`config.mk`:
```
export PLATFORM = sky130hd
export DESIGN_NAME = apb_cfg_master_flat
export DESIGN_NICKNAME = d
export VERILOG_FILES = /design/src/rtl/apb_cfg_pkg.sv /design/src/rtl/apb_cfg_master_if.sv /design/src/rtl/apb_timeout_ctr.sv /design/src/rtl/apb_cfg_master.sv /design/src/flat_wrapper.sv
export SDC_FILE = /design/constraint.sdc
export NUM_CORES = 1
export LEC_CHECK = 0
export BUFFER_PORTS_ARGS = -buffer_cell sky130_fd_sc_hd__buf_2
export CAP_MARGIN = 20
export CORE_AREA = 2 2 89 91
export CTS_CLUSTER_DIAMETER = 200
export DETAILED_ROUTE_END_ITERATION = 12
export DIE_AREA = 0 0 91 93
export PLACE_DENSITY = 0.79
export SETUP_SLACK_MARGIN = 0.3
export SLEW_MARGIN = 20
export SYNTH_ARGS = -nofsm -noshare
export SYNTH_HDL_FRONTEND = slang
export SYNTH_SLANG_ARGS = --single-unit
```
`constraint.sdc`:
```
create_clock -name clk -period 2.1 [get_ports clk]
set_input_delay 0.315 -clock clk [delete_from_list [all_inputs] [get_ports clk]]
set_output_delay 0.315 -clock clk [all_outputs]
set_load 0.02 [all_outputs]
```
`src/rtl/apb_cfg_pkg.sv`:
```
`default_nettype none
// ============================================================================
// Module   : apb_cfg_pkg
// Purpose  : Shared types and defaults for the APB configuration master:
//            FSM state encoding, default bus widths and timeout limit.
// Revision : 1.0 - initial release
// ============================================================================
package apb_cfg_pkg;

  // Transfer phases of the master; 2-bit explicit encoding.
  typedef enum logic [1:0] {
    ST_IDLE   = 2'd0,
    ST_SETUP  = 2'd1,
    ST_ACCESS = 2'd2,
    ST_RESP   = 2'd3
  } apb_state_e;

  localparam int unsigned C_DEFAULT_ADDR_W         = 8;
  localparam int unsigned C_DEFAULT_DATA_W         = 32;
  localparam int unsigned C_DEFAULT_TIMEOUT_CYCLES = 255;
  // Wide enough for the largest legal timeout (65535).
  localparam int unsigned C_TMO_CNT_W              = 16;

endpackage
`default_nettype wire

```
`src/rtl/apb_cfg_master_if.sv`:
```
`default_nettype none
// ============================================================================
// Module   : apb_cfg_master_if
// Purpose  : Bundles the command/response handshake and the APB bus of the
//            configuration master. 'master' is the view of the block that
//            drives APB; 'slave' is the view of its environment (command
//            source, response sink and APB completer).
// Revision : 1.0 - initial release
// ============================================================================
interface apb_cfg_master_if
  import apb_cfg_pkg::*;
#(
  parameter int unsigned ADDR_W = C_DEFAULT_ADDR_W,
  parameter int unsigned DATA_W = C_DEFAULT_DATA_W
);
  // Command channel
  logic              req_valid;
  logic              req_ready;
  logic              req_write;
  logic [ADDR_W-1:0] req_addr;
  logic [DATA_W-1:0] req_wdata;
  // Response channel
  logic              rsp_valid;
  logic              rsp_ready;
  logic [DATA_W-1:0] rsp_rdata;
  logic              rsp_error;
  // APB toward the config block
  logic              PSEL;
  logic              PENABLE;
  logic              PWRITE;
  logic [ADDR_W-1:0] PADDR;
  logic [DATA_W-1:0] PWDATA;
  logic [DATA_W-1:0] PRDATA;
  logic              PREADY;

  modport master (
    input  req_valid, req_write, req_addr, req_wdata, rsp_ready, PRDATA, PREADY,
    output req_ready, rsp_valid, rsp_rdata, rsp_error,
           PSEL, PENABLE, PWRITE, PADDR, PWDATA
  );

  modport slave (
    output req_valid, req_write, req_addr, req_wdata, rsp_ready, PRDATA, PREADY,
    input  req_ready, rsp_valid, rsp_rdata, rsp_error,
           PSEL, PENABLE, PWRITE, PADDR, PWDATA
  );
endinterface
`default_nettype wire

```
`src/rtl/apb_timeout_ctr.sv`:
```
`default_nettype none
// ============================================================================
// Module   : apb_timeout_ctr
// Purpose  : Counts ACCESS wait cycles and flags the cycle on which the count
//            reaches LIMIT. Only instantiated when APB_MASTER_TIMEOUT_EN is
//            defined.
// Revision : 1.0 - initial release
// ============================================================================
module apb_timeout_ctr
  import apb_cfg_pkg::*;
#(
  parameter int unsigned LIMIT = C_DEFAULT_TIMEOUT_CYCLES
) (
  input  wire  clk,
  input  wire  resetn,
  input  wire  i_clr,
  input  wire  i_inc,
  output logic o_expired
);

  localparam logic [C_TMO_CNT_W-1:0] C_LIMIT_M1 = C_TMO_CNT_W'(LIMIT - 1);

  logic [C_TMO_CNT_W-1:0] count_q;
  logic [C_TMO_CNT_W-1:0] count_d;

  // Clear wins over increment; the counter simply holds once the FSM leaves ACCESS.
  always_comb begin
    count_d = count_q;
    if (i_clr) begin
      count_d = '0;
    end else if (i_inc) begin
      count_d = count_q + 1'b1;
    end
  end

  // Expiry is flagged on the wait cycle whose increment brings the count to LIMIT.
  assign o_expired = i_inc && (count_q == C_LIMIT_M1);

  // Wait-cycle counter register.
  always_ff @(posedge clk or negedge resetn) begin
    if (!resetn) begin
      count_q <= '0;
    end else begin
      count_q <= count_d;
    end
  end

endmodule
`default_nettype wire

```
`src/rtl/apb_cfg_master.sv`:
```
`default_nettype none
// ============================================================================
// Module   : apb_cfg_master
// Purpose  : Converts single register commands into APB transfers
//            (IDLE -> SETUP -> ACCESS -> RESP) and returns one response per
//            command. All outputs are registered.
//            Optional ACCESS timeout: define APB_MASTER_TIMEOUT_EN.
// Revision : 1.0 - initial release
// ============================================================================
module apb_cfg_master
  import apb_cfg_pkg::*;
#(
  parameter int unsigned ADDR_W         = C_DEFAULT_ADDR_W,
  parameter int unsigned DATA_W         = C_DEFAULT_DATA_W,
  parameter int unsigned TIMEOUT_CYCLES = C_DEFAULT_TIMEOUT_CYCLES
) (
  input  wire              clk,
  input  wire              resetn,
  apb_cfg_master_if.master bus,
  output logic             busy
);

  // Reject an out-of-range timeout at elaboration.
  if (TIMEOUT_CYCLES < 1 || TIMEOUT_CYCLES > 65535) begin : g_bad_timeout
    $error("apb_cfg_master: TIMEOUT_CYCLES must be in 1..65535");
  end

  apb_state_e        state_q, state_d;
  logic              req_ready_q, req_ready_d;
  logic              busy_q, busy_d;
  logic              psel_q, psel_d;
  logic              penable_q, penable_d;
  logic              pwrite_q, pwrite_d;
  logic [ADDR_W-1:0] paddr_q, paddr_d;
  logic [DATA_W-1:0] pwdata_q, pwdata_d;
  logic              rsp_valid_q, rsp_valid_d;
  logic [DATA_W-1:0] rsp_rdata_q, rsp_rdata_d;
  logic              rsp_error_q, rsp_error_d;
  logic              timeout_w;

`ifdef APB_MASTER_TIMEOUT_EN
  // Counter is cleared on the SETUP->ACCESS edge and counts ACCESS cycles without PREADY.
  apb_timeout_ctr #(
    .LIMIT (TIMEOUT_CYCLES)
  ) u_timeout_ctr (
    .clk       (clk),
    .resetn    (resetn),
    .i_clr     (state_q == ST_SETUP),
    .i_inc     ((state_q == ST_ACCESS) && !bus.PREADY),
    .o_expired (timeout_w)
  );
`else
  // Without the timeout option ACCESS waits for PREADY forever.
  assign timeout_w = 1'b0;
`endif

  // Next-state and next-output decode; every register holds unless its phase changes it.
  always_comb begin
    state_d     = state_q;
    req_ready_d = req_ready_q;
    busy_d      = busy_q;
    psel_d      = psel_q;
    penable_d   = penable_q;
    pwrite_d    = pwrite_q;
    paddr_d     = paddr_q;
    pwdata_d    = pwdata_q;
    rsp_valid_d = rsp_valid_q;
    rsp_rdata_d = rsp_rdata_q;
    rsp_error_d = rsp_error_q;
    case (state_q)
      ST_IDLE: begin
        req_ready_d = 1'b1;
        busy_d      = 1'b0;
        // Only a cycle that already shows req_ready=1 may accept.
        if (bus.req_valid && req_ready_q) begin
          state_d     = ST_SETUP;
          req_ready_d = 1'b0;
          busy_d      = 1'b1;
          psel_d      = 1'b1;
          penable_d   = 1'b0;
          pwrite_d    = bus.req_write;
          paddr_d     = bus.req_addr;
          pwdata_d    = bus.req_write ? bus.req_wdata : '0;
        end
      end
      ST_SETUP: begin
        state_d   = ST_ACCESS;
        penable_d = 1'b1;
      end
      ST_ACCESS: begin
        if (bus.PREADY || timeout_w) begin
          state_d     = ST_RESP;
          psel_d      = 1'b0;
          penable_d   = 1'b0;
          pwrite_d    = 1'b0;
          paddr_d     = '0;
          pwdata_d    = '0;
          rsp_valid_d = 1'b1;
          // PREADY takes priority: a completer answering on the last allowed cycle wins.
          rsp_error_d = !bus.PREADY;
          rsp_rdata_d = (bus.PREADY && !pwrite_q) ? bus.PRDATA : '0;
        end
      end
      ST_RESP: begin
        if (bus.rsp_ready) begin
          state_d     = ST_IDLE;
          req_ready_d = 1'b1;
          busy_d      = 1'b0;
          rsp_valid_d = 1'b0;
          rsp_rdata_d = '0;
          rsp_error_d = 1'b0;
        end
      end
      default: begin
        state_d = ST_IDLE;
      end
    endcase
  end

  // State and output registers; reset clears everything including req_ready.
  always_ff @(posedge clk or negedge resetn) begin
    if (!resetn) begin
      state_q     <= ST_IDLE;
      req_ready_q <= 1'b0;
      busy_q      <= 1'b0;
      psel_q      <= 1'b0;
      penable_q   <= 1'b0;
      pwrite_q    <= 1'b0;
      paddr_q     <= '0;
      pwdata_q    <= '0;
      rsp_valid_q <= 1'b0;
      rsp_rdata_q <= '0;
      rsp_error_q <= 1'b0;
    end else begin
      state_q     <= state_d;
      req_ready_q <= req_ready_d;
      busy_q      <= busy_d;
      psel_q      <= psel_d;
      penable_q   <= penable_d;
      pwrite_q    <= pwrite_d;
      paddr_q     <= paddr_d;
      pwdata_q    <= pwdata_d;
      rsp_valid_q <= rsp_valid_d;
      rsp_rdata_q <= rsp_rdata_d;
      rsp_error_q <= rsp_error_d;
    end
  end

  assign bus.req_ready = req_ready_q;
  assign bus.rsp_valid = rsp_valid_q;
  assign bus.rsp_rdata = rsp_rdata_q;
  assign bus.rsp_error = rsp_error_q;
  assign bus.PSEL      = psel_q;
  assign bus.PENABLE   = penable_q;
  assign bus.PWRITE    = pwrite_q;
  assign bus.PADDR     = paddr_q;
  assign bus.PWDATA    = pwdata_q;
  assign busy          = busy_q;

endmodule
`default_nettype wire

```
`src/flat_wrapper.sv`:
```
// flat-port wrapper written by rule: the top's interface ports become plain ports
module apb_cfg_master_flat import apb_cfg_pkg::*;
#(
  parameter int unsigned ADDR_W         = C_DEFAULT_ADDR_W,
  parameter int unsigned DATA_W         = C_DEFAULT_DATA_W,
  parameter int unsigned TIMEOUT_CYCLES = C_DEFAULT_TIMEOUT_CYCLES
)
  (clk, resetn, busy, bus_req_valid, bus_req_write, bus_req_addr, bus_req_wdata, bus_rsp_ready, bus_PRDATA, bus_PREADY, bus_req_ready, bus_rsp_valid, bus_rsp_rdata, bus_rsp_error, bus_PSEL, bus_PENABLE, bus_PWRITE, bus_PADDR, bus_PWDATA);
  apb_cfg_master_if #(.ADDR_W(ADDR_W), .DATA_W(DATA_W)) bus_i ();
  input  wire clk;
  input  wire resetn;
  output logic busy;
  input wire logic [$bits(bus_i.req_valid)-1:0] bus_req_valid;
  input wire logic [$bits(bus_i.req_write)-1:0] bus_req_write;
  input wire logic [$bits(bus_i.req_addr)-1:0] bus_req_addr;
  input wire logic [$bits(bus_i.req_wdata)-1:0] bus_req_wdata;
  input wire logic [$bits(bus_i.rsp_ready)-1:0] bus_rsp_ready;
  input wire logic [$bits(bus_i.PRDATA)-1:0] bus_PRDATA;
  input wire logic [$bits(bus_i.PREADY)-1:0] bus_PREADY;
  output wire logic [$bits(bus_i.req_ready)-1:0] bus_req_ready;
  output wire logic [$bits(bus_i.rsp_valid)-1:0] bus_rsp_valid;
  output wire logic [$bits(bus_i.rsp_rdata)-1:0] bus_rsp_rdata;
  output wire logic [$bits(bus_i.rsp_error)-1:0] bus_rsp_error;
  output wire logic [$bits(bus_i.PSEL)-1:0] bus_PSEL;
  output wire logic [$bits(bus_i.PENABLE)-1:0] bus_PENABLE;
  output wire logic [$bits(bus_i.PWRITE)-1:0] bus_PWRITE;
  output wire logic [$bits(bus_i.PADDR)-1:0] bus_PADDR;
  output wire logic [$bits(bus_i.PWDATA)-1:0] bus_PWDATA;
  assign bus_i.req_valid = bus_req_valid;
  assign bus_i.req_write = bus_req_write;
  assign bus_i.req_addr = bus_req_addr;
  assign bus_i.req_wdata = bus_req_wdata;
  assign bus_i.rsp_ready = bus_rsp_ready;
  assign bus_i.PRDATA = bus_PRDATA;
  assign bus_i.PREADY = bus_PREADY;
  assign bus_req_ready = bus_i.req_ready;
  assign bus_rsp_valid = bus_i.rsp_valid;
  assign bus_rsp_rdata = bus_i.rsp_rdata;
  assign bus_rsp_error = bus_i.rsp_error;
  assign bus_PSEL = bus_i.PSEL;
  assign bus_PENABLE = bus_i.PENABLE;
  assign bus_PWRITE = bus_i.PWRITE;
  assign bus_PADDR = bus_i.PADDR;
  assign bus_PWDATA = bus_i.PWDATA;
  apb_cfg_master #(.ADDR_W(ADDR_W), .DATA_W(DATA_W), .TIMEOUT_CYCLES(TIMEOUT_CYCLES)) u_core (.clk(clk), .resetn(resetn), .bus(bus_i), .busy(busy));
endmodule
```
Word level (Yosys, flattened, before mapping)
Cells that the tools add are included.
{"block": "word_totals", "reg_bits": 81, "in_bits": 78, "elab_cells": 63}
{"block": "op_classes", "n_reduce_logical": 14, "n_mux": 32, "n_eq_ne": 6}
{"cell": "$mux W32", "n": 6}
{"cell": "$pmux W32 S2", "n": 2}
{"cell": "$mux W8", "n": 2}
{"cell": "$pmux W8 S2", "n": 1}
{"cell": "$pmux W1 S2", "n": 6}
{"cell": "$reduce_and A3 Y1", "n": 4}
{"cell": "$mux W1", "n": 10}
{"cell": "$pmux W2 S4", "n": 1}
{"cell": "$mux W2", "n": 3}
{"cell": "$reduce_bool A2 Y1", "n": 3}
{"cell": "$eq A2 B2 Y1 const B", "n": 2}
{"cell": "$ne A2 B2 Y1 const B", "n": 2}
{"cell": "$pmux W1 S3", "n": 1}
{"cell": "$reduce_bool A3 Y1", "n": 1}
{"cell": "$eq A2 B1 Y1 const B", "n": 1}
{"cell": "$logic_and A1 B1 Y1", "n": 2}
{"cell": "$logic_not A1 Y1", "n": 2}
{"cell": "$logic_not A2 Y1", "n": 1}
{"cell": "$ne A2 B1 Y1 const B", "n": 1}
{"cell": "$reduce_and A2 Y1", "n": 1}

Depth between registers and ports, before layout
{"block": "depth", "word_depth": 5, "mapped_depth": 7, "depth_no_buf": 5}

Least setup slack after synthesis
OpenSTA, ideal clock, no wires.
{"block": "synth_timing", "kind": "register -> register", "startpoint": "reg u_core.state_q[0]", "endpoint": "reg u_core.rsp_rdata_q[0], in the netlist u_core.bus.rsp_rdata[0]", "path_buffers": 2, "slack_ns": 0.275, "required_ns": 1.979, "arrival_ns": 1.704, "stages_incl_launch_ff": 8, "synth_period_minus_slack_ns": 1.825, "cell_sequence": "dfrtp_1 > inv_1 > ha_1 > nor2b_4 > or3_1 > buf_6 > buf_6 > a22o_1"}
{"block": "synth_between", "elab_chain_len": 3, "word_cells_on_any_way": 7}
{"item": "start: declaration", "line": "apb_cfg_master.sv:28", "source": "apb_state_e state_q, state_d;"}
{"item": "start signal: assignment", "line": "apb_cfg_master.sv:135", "source": "state_q <= state_d;"}
{"item": "$eq A2 B2 Y1", "line": "apb_cfg_master.sv:70", "source": "case (state_q)"}
{"item": "$ne A2 B2 Y1 (no line) or $reduce_bool A2 Y1 (tied branches)"}
{"item": "$reduce_and A3 Y1 (no line)"}
{"item": "end signal: assignment", "line": "apb_cfg_master.sv:144", "source": "rsp_rdata_q <= rsp_rdata_d;"}
{"item": "end: declaration", "line": "apb_cfg_master.sv:37", "source": "logic [DATA_W-1:0] rsp_rdata_q, rsp_rdata_d;"}
Parallel ways exist; a longest one is shown, timed or not.
A chain may end at the register's enable or synchronous reset.

Worst setup path after layout
{"block": "layout_timing", "startpoint": "reg u_core.state_q[1]", "endpoint": "reg u_core.pwdata_q[22], in the netlist u_core.bus.PWDATA[22]"}
{"block": "layout_between", "elab_chain_len": 3, "word_cells_on_any_way": 7}
{"item": "$eq A2 B2 Y1 or $logic_not A2 Y1 (tied branches)", "line": "apb_cfg_master.sv:70"}
{"item": "$ne A2 B2 Y1 (no line), or another cell as far along"}
{"item": "$reduce_and A3 Y1 (no line)"}
{"item": "end signal: assignment", "line": "apb_cfg_master.sv:142", "source": "pwdata_q <= pwdata_d;"}
{"item": "end: declaration", "line": "apb_cfg_master.sv:35", "source": "logic [DATA_W-1:0] pwdata_q, pwdata_d;"}
Parallel ways exist; a longest one is shown, timed or not.

==> metrics.log <==
[metrics] total number of nets in the final design: 552
[metrics] Die H: 93 um
[metrics] total vias in the final route: 2,840
[metrics] kind of critical path: flop to flop
[metrics] TritonCTS clock tree: built
[metrics] total inserted antenna cells: 0
[metrics] area growth from synthesis to final layout: 45.7%
[metrics] half-perimeter wire length of the detailed placement result: 5.76 mm
[metrics] H-tree depth reported by CTS: 3
[metrics] Pwr per Cell Area: 1790 nW/um2
[metrics] clock buffer count from CTS: 9
[metrics] remaining max-slew budget at the tightest pin: 68.3%
[metrics] final count of hold timing violations: 0
[metrics] Total Wirelength: 9.20 mm
[metrics] Fin Setup TNS: 0 ns
[metrics] Clock Pin Slew Worst Setup and Hold Paths: ~0.090 ns
[metrics] area enclosed by the die boundary: 8460 um2
[metrics] GRT Overall Usage: 20.6%
[metrics] number of synthesized register bits: 81
[metrics] Clock Tree Buf Depth: 2
[metrics] remaining design rule violation count: 0
[metrics] number of top-level pins: 157
[metrics] final critical-path share of the clock period: 89.2%
[metrics] worst-margin pin slew: about 0.48 ns
[metrics] insertion delay of the later-clocked pin in the worst-skew pair: 0.36 ns
[metrics] result of the run: finished clean
[metrics] Post-Syn Instances: around 290
[metrics] type of element launching the critical path: flop
[metrics] routed len/inst: 16.0 um
[metrics] maximum ir drop on the vdd rail: 800 uV
[metrics] area post-placement: 4370 um2
[metrics] Clock Sinks: 81
[metrics] Setup violations, final: 0
[metrics] Post-Synthesis Mean Instance Area: approximately 12 um2
[metrics] final cell utilization of the core: 66.9%
[metrics] antenna violations before repair: 0
[metrics] fraction of the yosys area taken by sequential cells: 58.6%
[metrics] first-pass GRT wire length: between 10 and 15 mm
[metrics] proportion of layout cells with a drive suffix above 1: 47.6%
[metrics] initial standard-cell utilization of the core: 45.9%
[metrics] Design Power: 9.00 mW
[metrics] residual antenna-violating net count after detailed routing: 0
[metrics] leftover overflow at the end of global routing: 0
[metrics] drt first-iter violations: 73
[metrics] die span in x: 91 um
[metrics] worst path arrival time: 2.14 ns
[metrics] fill cell instance count of the final layout: 589
[metrics] setup repair after global routing missed its margin: yes
[metrics] Net Switching: 3.57 mW
[metrics] row count: 32
[metrics] Port Buffer Count: about 160
[metrics] worst setup skew after layout: 0.0107 ns
[metrics] kind of end point of the critical path: flop
[metrics] maximum number of pins on one net before global-route repair: 48
[metrics] Combinational Power Share: between 50% and 60%
[metrics] maximum fanout encountered on the critical timing path: 8
[metrics] max cap viols: 0
[metrics] part of the power in the clock network: 11.4%
[metrics] Placer Congestion: 0.815
[metrics] synthesized cell area: ~3500 um2
[metrics] clock period minus worst slack: 1.87 ns
[metrics] fmax: 534 MHz
[metrics] Floorplan Core Area: 7530 um2
[metrics] endpoint required time on the critical path: around 2.4 ns
[metrics] leakage power figure: around 2.7 nW
[metrics] sequential cell fraction of total power: roughly 29%
[metrics] number of optimization iterations in the first detailed-route pass: 4
[metrics] count of pins over their slew limit: 0
[metrics] internal power: 5.43 mW
[metrics] final instance area: 5040 um2
[metrics] synth unique cells: 31
[metrics] number of warnings printed during yosys synthesis: 0
[metrics] net count after synthesis: between 300 and 400
[metrics] proportion of total power due to net switching: 39.6%
[metrics] average vias per placed instance: 4.94
[metrics] worst hold path class: input pin to flop
[metrics] via count of the first global-routing pass: 2,749
[metrics] Root Buffer Master: sky130_fd_sc_hd__clkbuf_8
cell type report:
| cell class | instances | area [um2] | area share (%) |
|---|---|---|---|
| multi-input combinational | 153 | 1290 | 25.6 |
| clock buffer | 10 | 138 | 2.73 |
| timing repair buffer | 190 | 1290 | 25.7 |
| inverter | 34 | 128 | 2.53 |
| clock inverter | 5 | 32.5 | 0.646 |
| tap | 102 | 128 | 2.53 |
| sequential | 81 | 2030 | 40.2 |
cells in the mapped netlist:
cell / number / share of area (%)
sky130_fd_sc_hd__dfrtp_1: 81 / 59
sky130_fd_sc_hd__inv_1: 34 / 3.7
sky130_fd_sc_hd__nand2_1: 34 / 3.7
sky130_fd_sc_hd__a22o_1: 33 / 8.4
sky130_fd_sc_hd__mux2i_1: 32 / 9.3
sky130_fd_sc_hd__nor2b_1: 10 / 1.8
sky130_fd_sc_hd__mux2_1: 9 / 2.9
sky130_fd_sc_hd__clkbuf_1: 6 / 0.65
sky130_fd_sc_hd__buf_6: 5 / 1.6
sky130_fd_sc_hd__ha_1: 5 / 1.8
sky130_fd_sc_hd__a21oi_1: 4 / 0.58
sky130_fd_sc_hd__buf_4: 4 / 0.87
sky130_fd_sc_hd__buf_2: 3 / 0.43
sky130_fd_sc_hd__nand2b_1: 3 / 0.54
sky130_fd_sc_hd__nor3_1: 3 / 0.43
sky130_fd_sc_hd__mux2_2: 2 / 0.65
sky130_fd_sc_hd__nor2_1: 2 / 0.22
sky130_fd_sc_hd__nor2b_4: 2 / 0.80
sky130_fd_sc_hd__o21ai_0: 2 / 0.29
sky130_fd_sc_hd__a21boi_1: 1 / 0.22
sky130_fd_sc_hd__a21o_1: 1 / 0.22
sky130_fd_sc_hd__a2bb2oi_1: 1 / 0.25
sky130_fd_sc_hd__a31oi_1: 1 / 0.18
sky130_fd_sc_hd__nand3_1: 1 / 0.14
sky130_fd_sc_hd__nor3_2: 1 / 0.29
sky130_fd_sc_hd__nor3b_1: 1 / 0.22
sky130_fd_sc_hd__nor4bb_1: 1 / 0.29
sky130_fd_sc_hd__o21a_1: 1 / 0.22
sky130_fd_sc_hd__o22a_1: 1 / 0.25
sky130_fd_sc_hd__o2bb2ai_1: 1 / 0.25
sky130_fd_sc_hd__or3_1: 1 / 0.18
placed cells by master, fill, tap and decap left out, types with 3 or more instances in the layout:
cell type / count
sky130_fd_sc_hd__clkbuf_8: 10
sky130_fd_sc_hd__clkbuf_16: 5
sky130_fd_sc_hd__nor3_1: 3
sky130_fd_sc_hd__buf_16: 4
sky130_fd_sc_hd__dfrtp_1: 81
sky130_fd_sc_hd__inv_1: 34
sky130_fd_sc_hd__mux2_4: 8
sky130_fd_sc_hd__buf_6: 5
sky130_fd_sc_hd__nand2_1: 34
sky130_fd_sc_hd__a21oi_1: 4
sky130_fd_sc_hd__clkinvlp_4: 3
sky130_fd_sc_hd__buf_12: 4
sky130_fd_sc_hd__nand2b_1: 3
sky130_fd_sc_hd__a22o_1: 33
sky130_fd_sc_hd__nor2b_1: 9
sky130_fd_sc_hd__buf_4: 14
sky130_fd_sc_hd__mux2i_1: 31
sky130_fd_sc_hd__ha_4: 3
sky130_fd_sc_hd__buf_2: 155
layer usage:
layer / global-route usage (%) / vias up / wire (um)
met5: 0 / - / 0
met4: 8.33 / 0 / 177
met3: 6.45 / 16 / 646
met2: 33.6 / 121 / 4520
met1: 25.7 / 1377 / 3860
li1: - / 1326 / -
critical path: stages (launching register included):
cell and delay, ns:
sky130_fd_sc_hd__dfrtp_1 0.42, sky130_fd_sc_hd__buf_6 0.14, sky130_fd_sc_hd__ha_4 0.18, sky130_fd_sc_hd__nor2b_4 0.15, sky130_fd_sc_hd__nor3_4 0.23, sky130_fd_sc_hd__buf_12 0.16
sky130_fd_sc_hd__buf_12 0.11, sky130_fd_sc_hd__buf_16 0.11, sky130_fd_sc_hd__mux2i_1 0.27
stage by stage:
step,hold slack [ns],cells,worst slack [ns]
after floorplan,0.0194,286,0.315
after global placement,0.299,534,0.284
after detailed placement,0.303,534,0.203
after CTS,0.160,564,0.260
after global routing,0.158,575,0.143
final,0.172,575,0.227
cell families after synthesis:
logic type	count (synthesis)	share of synthesized area, %
muxes	43	12.8
buffers and inverters	52	7.27
AOI/OAI and AO/OA	46	10.8
and+or+nand+nor	59	8.61
DFF	81	58.6
adders and majority gates	5	1.81
final timing paths:
kind | from | end | slack [ns] | cells after the start
min | bus_PRDATA[22] | u_core.bus.rsp_rdata[22] | 0.17 | 2
max | u_core.state_q[1] | u_core.bus.PWDATA[22] | 0.23 | 8
max in group asynchronous | resetn | u_core.bus.rsp_rdata[2] | 1.03 | 3
min in group asynchronous | resetn | u_core.bus.PWDATA[0] | 0.44 | 2
min reg2reg | u_core.bus.PADDR[6] | u_core.bus.PADDR[6] | 0.50 | 1
max reg2reg | u_core.state_q[1] | u_core.bus.PWDATA[22] | 0.23 | 8
registers in the layout, indices dropped and copies added, names as in the netlist:
signal                count
u_core.bus.rsp_rdata     32
u_core.bus.PENABLE        1
u_core.bus.rsp_error      1
u_core.bus.PWRITE         1
u_core.bus.PWDATA        32
u_core.bus.rsp_valid      1
u_core.busy               1
u_core.state_q            2
u_core.bus.PADDR          8
u_core.bus.PSEL           1
u_core.bus.req_ready      1
power by group through the flow:
| stage | clock (mW) | sequential, mW | combinational, mW |
|---|---|---|---|
| 2_1_floorplan | 0 | 3.37 | 1.89 |
| 3_3_place_gp | 0 | 2.61 | 3.67 |
| 3_5_place_dp | 0 | 2.62 | 3.78 |
| 4_1_cts | 1.04 | 2.59 | 4.59 |
| 5_1_grt | 1.12 | 2.68 | 5.70 |
| 6_report | 1.03 | 2.60 | 5.37 |
what timing repair did:
item                                   in CTS  in global routing
pin swaps                                   2                 35
buffers inserted                           11                  6
setup endpoints to repair                  62                 73
endpoints found under the hold margin      34                  0
hold buffers                                1                  0
cloned                                      3                  5
gates resized for setup                    15                 19
(Power assumes the default switching activity.)
